## src/rtl/axi_pkg.sv

```systemverilog
// -----------------------------------------------------------------------------
// axi_pkg
// Shared definitions for the two-master AXI interconnect:
//   - bus width constants used by the muxes and slave ports
//   - one-hot grant encodings shared by the AW and AR arbiters
//   - arbiter state enum
//   - watchdog counter width helper
// -----------------------------------------------------------------------------
package axi_pkg;

  // Bus widths of the interconnect data path.
  localparam int AXI_ADDR_W = 32;
  localparam int AXI_DATA_W = 64;
  localparam int AXI_ID_W   = 4;
  localparam int AXI_STRB_W = AXI_DATA_W / 8;

  // One-hot grant encodings: bit 0 selects M0, bit 1 selects M1.
  localparam logic [1:0] GNT_NONE = 2'b00;
  localparam logic [1:0] GNT_M0   = 2'b01;
  localparam logic [1:0] GNT_M1   = 2'b10;

  typedef enum logic [1:0] {
    IDLE = 2'd0,
    XFER = 2'd1,
    RESP = 2'd2
  } arb_state_t;

  // The watchdog counter is at least 8 bits wide so that a disabled watchdog
  // (limit 0) still gets a legal, saturating counter.
  function automatic int wd_width(input int unsigned max_wait);
    int w;
    w = $clog2(max_wait + 1);
    return (w > 8) ? w : 8;
  endfunction

endpackage

```

## src/rtl/rr_pick2.sv

```systemverilog
// -----------------------------------------------------------------------------
// rr_pick2
// Combinational two-way round-robin chooser, shared by the AW and AR arbiters.
// Ports:
//   req    [1:0] in   request vector, bit 0 = M0, bit 1 = M1
//   last   [1:0] in   one-hot master that won the previous arbitration
//   winner [1:0] out  one-hot winner, GNT_NONE when nobody requests
// -----------------------------------------------------------------------------
module rr_pick2
  import axi_pkg::*;
(
  input  logic [1:0] req,
  input  logic [1:0] last,
  output logic [1:0] winner
);

  always_comb begin
    case (req)
      2'b01:   winner = GNT_M0;
      2'b10:   winner = GNT_M1;
      // On a tie the master that did not win last time gets the bus.
      2'b11:   winner = (last == GNT_M0) ? GNT_M1 : GNT_M0;
      default: winner = GNT_NONE;
    endcase
  end

endmodule

```

## src/rtl/aw_arbiter.sv

```systemverilog
// -----------------------------------------------------------------------------
// aw_arbiter
// Write-path arbiter for the two-master AXI interconnect. Grants one master at
// a time and keeps the grant locked for the whole write transaction (AW
// handshake, W burst up to WLAST and, with WAIT_B=1, the B handshake).
// Parameters:
//   WAIT_B    1: hold grant until B handshake; 0: release after AW + W-last
//   MAX_WAIT  watchdog limit in cycles per transaction; 0 disables it
// Ports:
//   ACLK, ARESET            clock, synchronous active-high reset
//   AWVALID_M0/M1           per-master write-address requests
//   AWVALID, AWREADY        muxed AW handshake
//   WVALID, WREADY, WLAST   muxed W handshake
//   BVALID, BREADY          B handshake
//   gnt, wgnt               registered one-hot AW / W mux selects
//   AWREADY_M0/M1           AWREADY routed to the granted master
//   busy                    transaction in flight
//   timeout                 one-cycle pulse when the watchdog fires
// -----------------------------------------------------------------------------
module aw_arbiter
  import axi_pkg::*;
#(
  parameter int unsigned WAIT_B   = 1,
  parameter int unsigned MAX_WAIT = 255
) (
  input  logic       ACLK,
  input  logic       ARESET,
  input  logic       AWVALID_M0,
  input  logic       AWVALID_M1,
  input  logic       AWVALID,
  input  logic       AWREADY,
  input  logic       WVALID,
  input  logic       WREADY,
  input  logic       WLAST,
  input  logic       BVALID,
  input  logic       BREADY,
  output logic [1:0] gnt,
  output logic [1:0] wgnt,
  output logic       AWREADY_M0,
  output logic       AWREADY_M1,
  output logic       busy,
  output logic       timeout
);

  localparam int             CNT_W    = wd_width(MAX_WAIT);
  localparam logic [CNT_W-1:0] CNT_MAX  = '1;
  localparam logic [CNT_W-1:0] WD_LIMIT = CNT_W'(MAX_WAIT);

  arb_state_t       r_state,    w_state_nxt;
  logic [1:0]       r_gnt,      w_gnt_nxt;
  logic [1:0]       r_wgnt,     w_wgnt_nxt;
  logic [1:0]       r_last_gnt, w_last_gnt_nxt;
  logic             r_busy,     w_busy_nxt;
  logic             r_timeout,  w_timeout_nxt;
  logic             r_aw_done,  w_aw_done_nxt;
  logic             r_w_done,   w_w_done_nxt;
  logic [CNT_W-1:0] r_wd_cnt,   w_wd_cnt_nxt;

  logic [1:0]       w_winner;
  logic             w_aw_sat;
  logic             w_w_sat;
  logic [CNT_W-1:0] w_wd_inc;
  logic             w_wd_fire;

  rr_pick2 u_pick (
    .req    ({AWVALID_M1, AWVALID_M0}),
    .last   (r_last_gnt),
    .winner (w_winner)
  );

  // Each phase counts as complete if it finished earlier or completes now,
  // so AW and W may finish in either order or in the same cycle.
  assign w_aw_sat = r_aw_done | (AWVALID & AWREADY);
  assign w_w_sat  = r_w_done  | (WVALID & WREADY & WLAST);

  // Saturating increment: the counter never wraps, even with the watchdog off.
  assign w_wd_inc  = (r_wd_cnt == CNT_MAX) ? r_wd_cnt : r_wd_cnt + CNT_W'(1);
  assign w_wd_fire = (MAX_WAIT != 0) && (w_wd_inc == WD_LIMIT);

  always_comb begin
    // NOTE: every next-state signal gets a default before any branch, so no
    // path leaves a variable unassigned and no latch is inferred.
    w_state_nxt    = r_state;
    w_gnt_nxt      = r_gnt;
    w_wgnt_nxt     = r_wgnt;
    w_last_gnt_nxt = r_last_gnt;
    w_busy_nxt     = r_busy;
    w_timeout_nxt  = 1'b0;
    w_aw_done_nxt  = r_aw_done;
    w_w_done_nxt   = r_w_done;
    w_wd_cnt_nxt   = r_wd_cnt;

    case (r_state)
      IDLE: begin
        w_gnt_nxt  = GNT_NONE;
        w_wgnt_nxt = GNT_NONE;
        w_busy_nxt = 1'b0;
        if (w_winner != GNT_NONE) begin
          w_state_nxt    = XFER;
          w_gnt_nxt      = w_winner;
          w_wgnt_nxt     = w_winner;
          w_last_gnt_nxt = w_winner;
          w_busy_nxt     = 1'b1;
          w_aw_done_nxt  = 1'b0;
          w_w_done_nxt   = 1'b0;
          w_wd_cnt_nxt   = '0;
        end
      end

      XFER: begin
        w_wd_cnt_nxt = w_wd_inc;
        if (w_aw_sat && w_w_sat) begin
          w_aw_done_nxt = 1'b0;
          w_w_done_nxt  = 1'b0;
          w_wgnt_nxt    = GNT_NONE;
          if (WAIT_B != 0) begin
            w_state_nxt = RESP;
          end else begin
            w_state_nxt = IDLE;
            w_gnt_nxt   = GNT_NONE;
            w_busy_nxt  = 1'b0;
          end
        end else begin
          w_aw_done_nxt = w_aw_sat;
          w_w_done_nxt  = w_w_sat;
        end
      end

      RESP: begin
        w_wd_cnt_nxt = w_wd_inc;
        if (BVALID && BREADY) begin
          w_state_nxt = IDLE;
          w_gnt_nxt   = GNT_NONE;
          w_busy_nxt  = 1'b0;
        end
      end

      default: begin
        w_state_nxt = IDLE;
        w_gnt_nxt   = GNT_NONE;
        w_wgnt_nxt  = GNT_NONE;
        w_busy_nxt  = 1'b0;
      end
    endcase

    // Watchdog abort only when the transaction made no state progress this
    // cycle; a legitimate completion on the limit cycle takes precedence.
    // last_gnt is kept so the other master wins the next tie.
    if (w_wd_fire && (r_state != IDLE) && (w_state_nxt == r_state)) begin
      w_state_nxt   = IDLE;
      w_gnt_nxt     = GNT_NONE;
      w_wgnt_nxt    = GNT_NONE;
      w_busy_nxt    = 1'b0;
      w_timeout_nxt = 1'b1;
      w_aw_done_nxt = 1'b0;
      w_w_done_nxt  = 1'b0;
    end
  end

  // NOTE: state registers use non-blocking assignments so every flop samples
  // the pre-edge values, independent of statement order.
  always_ff @(posedge ACLK) begin
    if (ARESET) begin
      r_state    <= IDLE;
      r_gnt      <= GNT_NONE;
      r_wgnt     <= GNT_NONE;
      r_last_gnt <= GNT_M1;
      r_busy     <= 1'b0;
      r_timeout  <= 1'b0;
      r_aw_done  <= 1'b0;
      r_w_done   <= 1'b0;
      r_wd_cnt   <= '0;
    end else begin
      r_state    <= w_state_nxt;
      r_gnt      <= w_gnt_nxt;
      r_wgnt     <= w_wgnt_nxt;
      r_last_gnt <= w_last_gnt_nxt;
      r_busy     <= w_busy_nxt;
      r_timeout  <= w_timeout_nxt;
      r_aw_done  <= w_aw_done_nxt;
      r_w_done   <= w_w_done_nxt;
      r_wd_cnt   <= w_wd_cnt_nxt;
    end
  end

  assign gnt     = r_gnt;
  assign wgnt    = r_wgnt;
  assign busy    = r_busy;
  assign timeout = r_timeout;

  // AWREADY reaches only the granted master and only until its AW handshake,
  // which blocks a second address phase inside a locked transaction.
  assign AWREADY_M0 = AWREADY & r_gnt[0] & (r_state == XFER) & ~r_aw_done;
  assign AWREADY_M1 = AWREADY & r_gnt[1] & (r_state == XFER) & ~r_aw_done;

endmodule

```

## config.mk

```make
export PLATFORM = sky130hd
export DESIGN_NAME = aw_arbiter
export DESIGN_NICKNAME = d
export VERILOG_FILES = /design/src/rtl/axi_pkg.sv /design/src/rtl/rr_pick2.sv /design/src/rtl/aw_arbiter.sv
export SDC_FILE = /design/constraint.sdc
export NUM_CORES = 1
export LEC_CHECK = 0
export CORE_UTILIZATION = 40
export CTS_BUF_LIST = sky130_fd_sc_hd__clkbuf_8
export DETAILED_ROUTE_END_ITERATION = 7
export PLACE_DENSITY = 0.69
export SLEW_MARGIN = 25
export SYNTH_ARGS = -nofsm -noshare
export SYNTH_HDL_FRONTEND = slang
export SYNTH_SLANG_ARGS = --single-unit
```

## constraint.sdc

```tcl
create_clock -name ACLK -period 3.51 [get_ports ACLK]
set_clock_uncertainty 0.05 [all_clocks]
set_input_delay 1.053 -clock ACLK [delete_from_list [all_inputs] [get_ports ACLK]]
set_output_delay 1.053 -clock ACLK [all_outputs]
set_load 0.02 [all_outputs]
```

# Yosys cells after proc, flatten, opt, wreduce, memory -nomap -nowiden
# Index checks and enable logic that the tools add are counted.
# totals
wordCells,75
reg_bits,20
input_bits,11
# classes
reduce_logical,16
muxes,23
eq_ne,12
add_sub_neg,1
bitwise_logic,14
# op_table
cell,n
$pmux W2 S3,4
$eq A8 B8 Y1 const B,2
$mux W8,2
$pmux W8 S2,1
$mux W2,7
$reduce_and A2 Y1,5
$and A1 B1 Y1,9
$add A8 B1 Y8 const B,1
$reduce_bool A2 Y1,4
$eq A2 B1 Y1 const B,3
$eq A2 B2 Y1 const B,3
$mux W1,6
$ne A2 B2 Y1 const B,3
$logic_and A1 B1 Y1,4
$pmux W1 S2,2
$reduce_or A2 Y1,2
$not A1 Y1,3
$pmux W1 S3,1
$eq A2 B2 Y1,1
$logic_not A2 Y1,1
$or A1 B1 Y1,2

# Depth between registers and ports, before layout
# depth
ltp_word,9
depth_mapped,9
mapped_depth_nobuf,7

# Cells and area by module
# Synthesis repeated with hierarchy kept, for this count alone.
# unflattened
hier_cells,155
hier_area_um2,1305.0
# by_module_without_submodules
module,n_inst,cells_per_inst,seq_area_each_um2,area_each_um2
aw_arbiter,1,151,400.4,1275.0
rr_pick2,1,4,0.0,30.0

# Worst setup path after synthesis
# Ideal clock, no wire load.
# synth_timing
path_type,input-to-output
start,input AWREADY
end,output AWREADY_M1
stages,1
t_arrival_ps,1345
slack_ps,1062
cell_sequence,and4b_1
# synth_between
elab_chain_cells,3
# synth_rtl
element,line,source
"start, declared",aw_arbiter.sv:31,"input logic AWREADY,"
$and A1 B1 Y1 (3 in a row),aw_arbiter.sv:194,assign AWREADY_M1 = AWREADY & r_gnt[1] & (r_state == XFER) & ~r_aw_done;
"end, declared",aw_arbiter.sv:40,"output logic AWREADY_M1,"
# Every way passes these cells.

# Worst setup path after layout
# Ends and elaborated chain as after synthesis.

==> flow_summary.ini <==
[run_status]
status = finished, violations left
violations = design-rule violations

[pwr]
leakage_nw = 0.5288
powerDensity_nw_per_um2 = 358.7
finalPower_mw = 0.5363
ir_drop_mv = 0.2652

[job]
drv_cap = 0

[layout]
fill_cells = 276
multi_input_area_sq_um = 794.5
fin_util_pct = 51.98
n_antenna_cell = 0
register_area_sq_um = 400.4
final_nets = 176
area_growth_pct = 19.02
final_cells = 200
layout-drive-gt1-share_pct = 12.03

[worst_hold_path]
hold_class = reg -> reg

[route]
final_antenna_net_count = 0
post_drt_wl_per_cell_microns = 14.40
drt-pass1-iter-count = 7
vias = 1177
viasPerCell = 5.885
drt-initial-drc-count = 68
wl_mm = 2.880
drcViolationCount = 3

[critical_path]
critPathKind = in -> out
cp-start-kind = primary input
crit_arrival_ps = 2320
crit_required_ps = 2410
path_max_fanout = 3
cp-end-kind = primary output

[grt]
grt_pass1_vias = 1096
grt.total_usage_pct = 18.10
grt_max_degree = 15
grt_pass1_wl_mm = 4.816
grt_antenna_before_repair = 0
grt_overflow = 0

[floorplanning]
die-area_sq_um = 3369
core_region_area_sq_um = 2877
die_w_microns = 58.04
row_count = 19
die_h_microns = 58.04
ios = 19
start_util_pct = 43.67

[clocking]
root_buffer = clkbuf_8
cts_resized = 0
postCtsSetupBuffers = 0
clkTransAtPathRegs_ps = 70
clkLatencyLatePin_ps = 250
cts_tree = done
cts_max_level = 1
clkSinkCount = 20
cts_buffer_depth = 2
cts_buffers = 3
holdBufCountCts = 0

[logic_synthesis]
synth_edf_count = 0
syn_area_per_cell_sq_um = 8.785
yosysUniqueCellTypes = 49
synth-main-ff-cell = dfxtp_1
syn_nets = 159
synthCells = 143
ys_seq_area_share_pct = 31.87
ys_ff_latch = 20
yosys_warnings = 0
async_flop_share_pct = 0
netlist_area_sq_um = 1256

[timing]
slew_viol_final = 0
relSlewSlack_pct = 53.18
finalSetupViolations = 0
tightest_slew_ps = 700.1
period_share_pct = 97.60
timing.fmax_mhz = 291.9
rsz0062_at_grt = no
fin_crit_ps = 3426
setup_tns_ps = 0
hold_viol_final = 0

[placed_design]
dp_cells = 197
gp_congestion = 0.8768
numPortBuffers = 18
dp_hpwl_mm = 2.146
==> final cells by class <==
class                   instances  area share [%]
clock buffers                   3           2.762
inverters                       5           1.255
multi-input cells             111           53.14
flip-flops and latches         20           26.78
well taps                      42           3.515
repair buffers                 19           12.55
==> cells by family (layout without fill, tap and decap cells) <==
family                   count (synthesis)  count (layout)  share of synthesized area [%]
AO/OA/AOI/OAI                           42              42                          25.60
XOR/XNOR                                 1               1                         0.6973
adder cells (fa/ha/maj)                  5               5                          4.980
buffers and inverters                   12              27                          4.880
flip-flops                              20              20                          31.87
multiplexers                             4               4                          3.187
AND/OR/NAND/NOR                         59              59                          28.79
==> worst max-delay path, cell delays in order <==
cell and delay (ps):
clkdlybuf4s50_1 490, and4b_1 190, clkdlybuf4s50_1 590
==> cells in the final DEF (no fill, tap or decap), types with 3 or more instances in the layout <==
master           synthesis  routed
inv_1                    5       5
mux2i_1                  4       4
nand3_1                  4       4
nor2_1                  14      14
nor3_2                   8       8
clkbuf_8                 0       3
dfxtp_1                 20      20
nor3_1                   4       4
ha_1                     5       5
a21oi_1                 10      10
clkdlybuf4s50_1          0      18
nand2_1                 11      11
o21ai_0                  4       4
a31oi_1                  7       7
==> routing by layer <==
layer,GRT usage (%),vias up,wire [microns]
met5,0,-,0
met4,7.823,0,15
met3,2.232,2,131
met2,27.91,39,1340
met1,25.34,558,1392
li1,-,578,-
==> Yosys cell counts, types with 2 or more instances <==
master | instances | share of area [%]
a211oi_1 | 2 | 1.2
a21boi_0 | 2 | 1.2
a21oi_1 | 10 | 4.0
a2bb2oi_1 | 2 | 1.4
a31oi_1 | 7 | 3.5
a32oi_1 | 2 | 1.4
and4b_1 | 2 | 1.6
buf_2 | 3 | 1.2
dfxtp_1 | 20 | 32
ha_1 | 5 | 5.0
inv_1 | 5 | 1.5
mux2i_1 | 4 | 3.2
nand2_1 | 11 | 3.3
nand3_1 | 4 | 1.6
nand4_1 | 2 | 1.0
nand4b_1 | 2 | 1.4
nor2_1 | 14 | 4.2
nor3_1 | 4 | 1.6
nor3_2 | 8 | 6.4
o21ai_0 | 4 | 1.6
or4b_1 | 2 | 1.6
==> final timing paths <==
path | from | to | slack [ps] | cells after the start
setup reg to reg | r_wd_cnt[0] | r_state[1] | 1140 | 6
setup / recovery | AWREADY | AWREADY_M1 | 80 | 3
hold reg to reg | r_last_gnt[1] | r_last_gnt[1] | 410 | 1
hold / removal | r_last_gnt[1] | r_last_gnt[1] | 410 | 1
==> report_power, final <==
group | total, mW | internal, mW | switching (mW)
logic | 0.138 | 0.0600 | 0.0783
clock network | 0.148 | 0.0763 | 0.0716
registers | 0.250 | 0.240 | 0.0106
total | 0.536 | 0.376 | 0.161
==> through the flow <==
step | hold WS, ps | setup WS [ps] | cell area [sq um]
2_1_floorplan | 376.8 | 1062 | 1256
3_3_place_gp | 388.0 | 89.19 | 1454
3_5_place_dp | 398.1 | 85.13 | 1454
4_1_cts | 415.3 | 80.04 | 1495
5_1_grt | 443.5 | 25.35 | 1495
6_report | 412.3 | 84.07 | 1495
==> registers in the layout (all words and copies together), names as in the netlist <==
register    cells
r_wd_cnt        8
r_aw_done       1
timeout         1
r_state         2
r_w_done        1
busy            1
r_last_gnt      2
gnt             2
wgnt            2
Power figures use the tool's default switching activity.
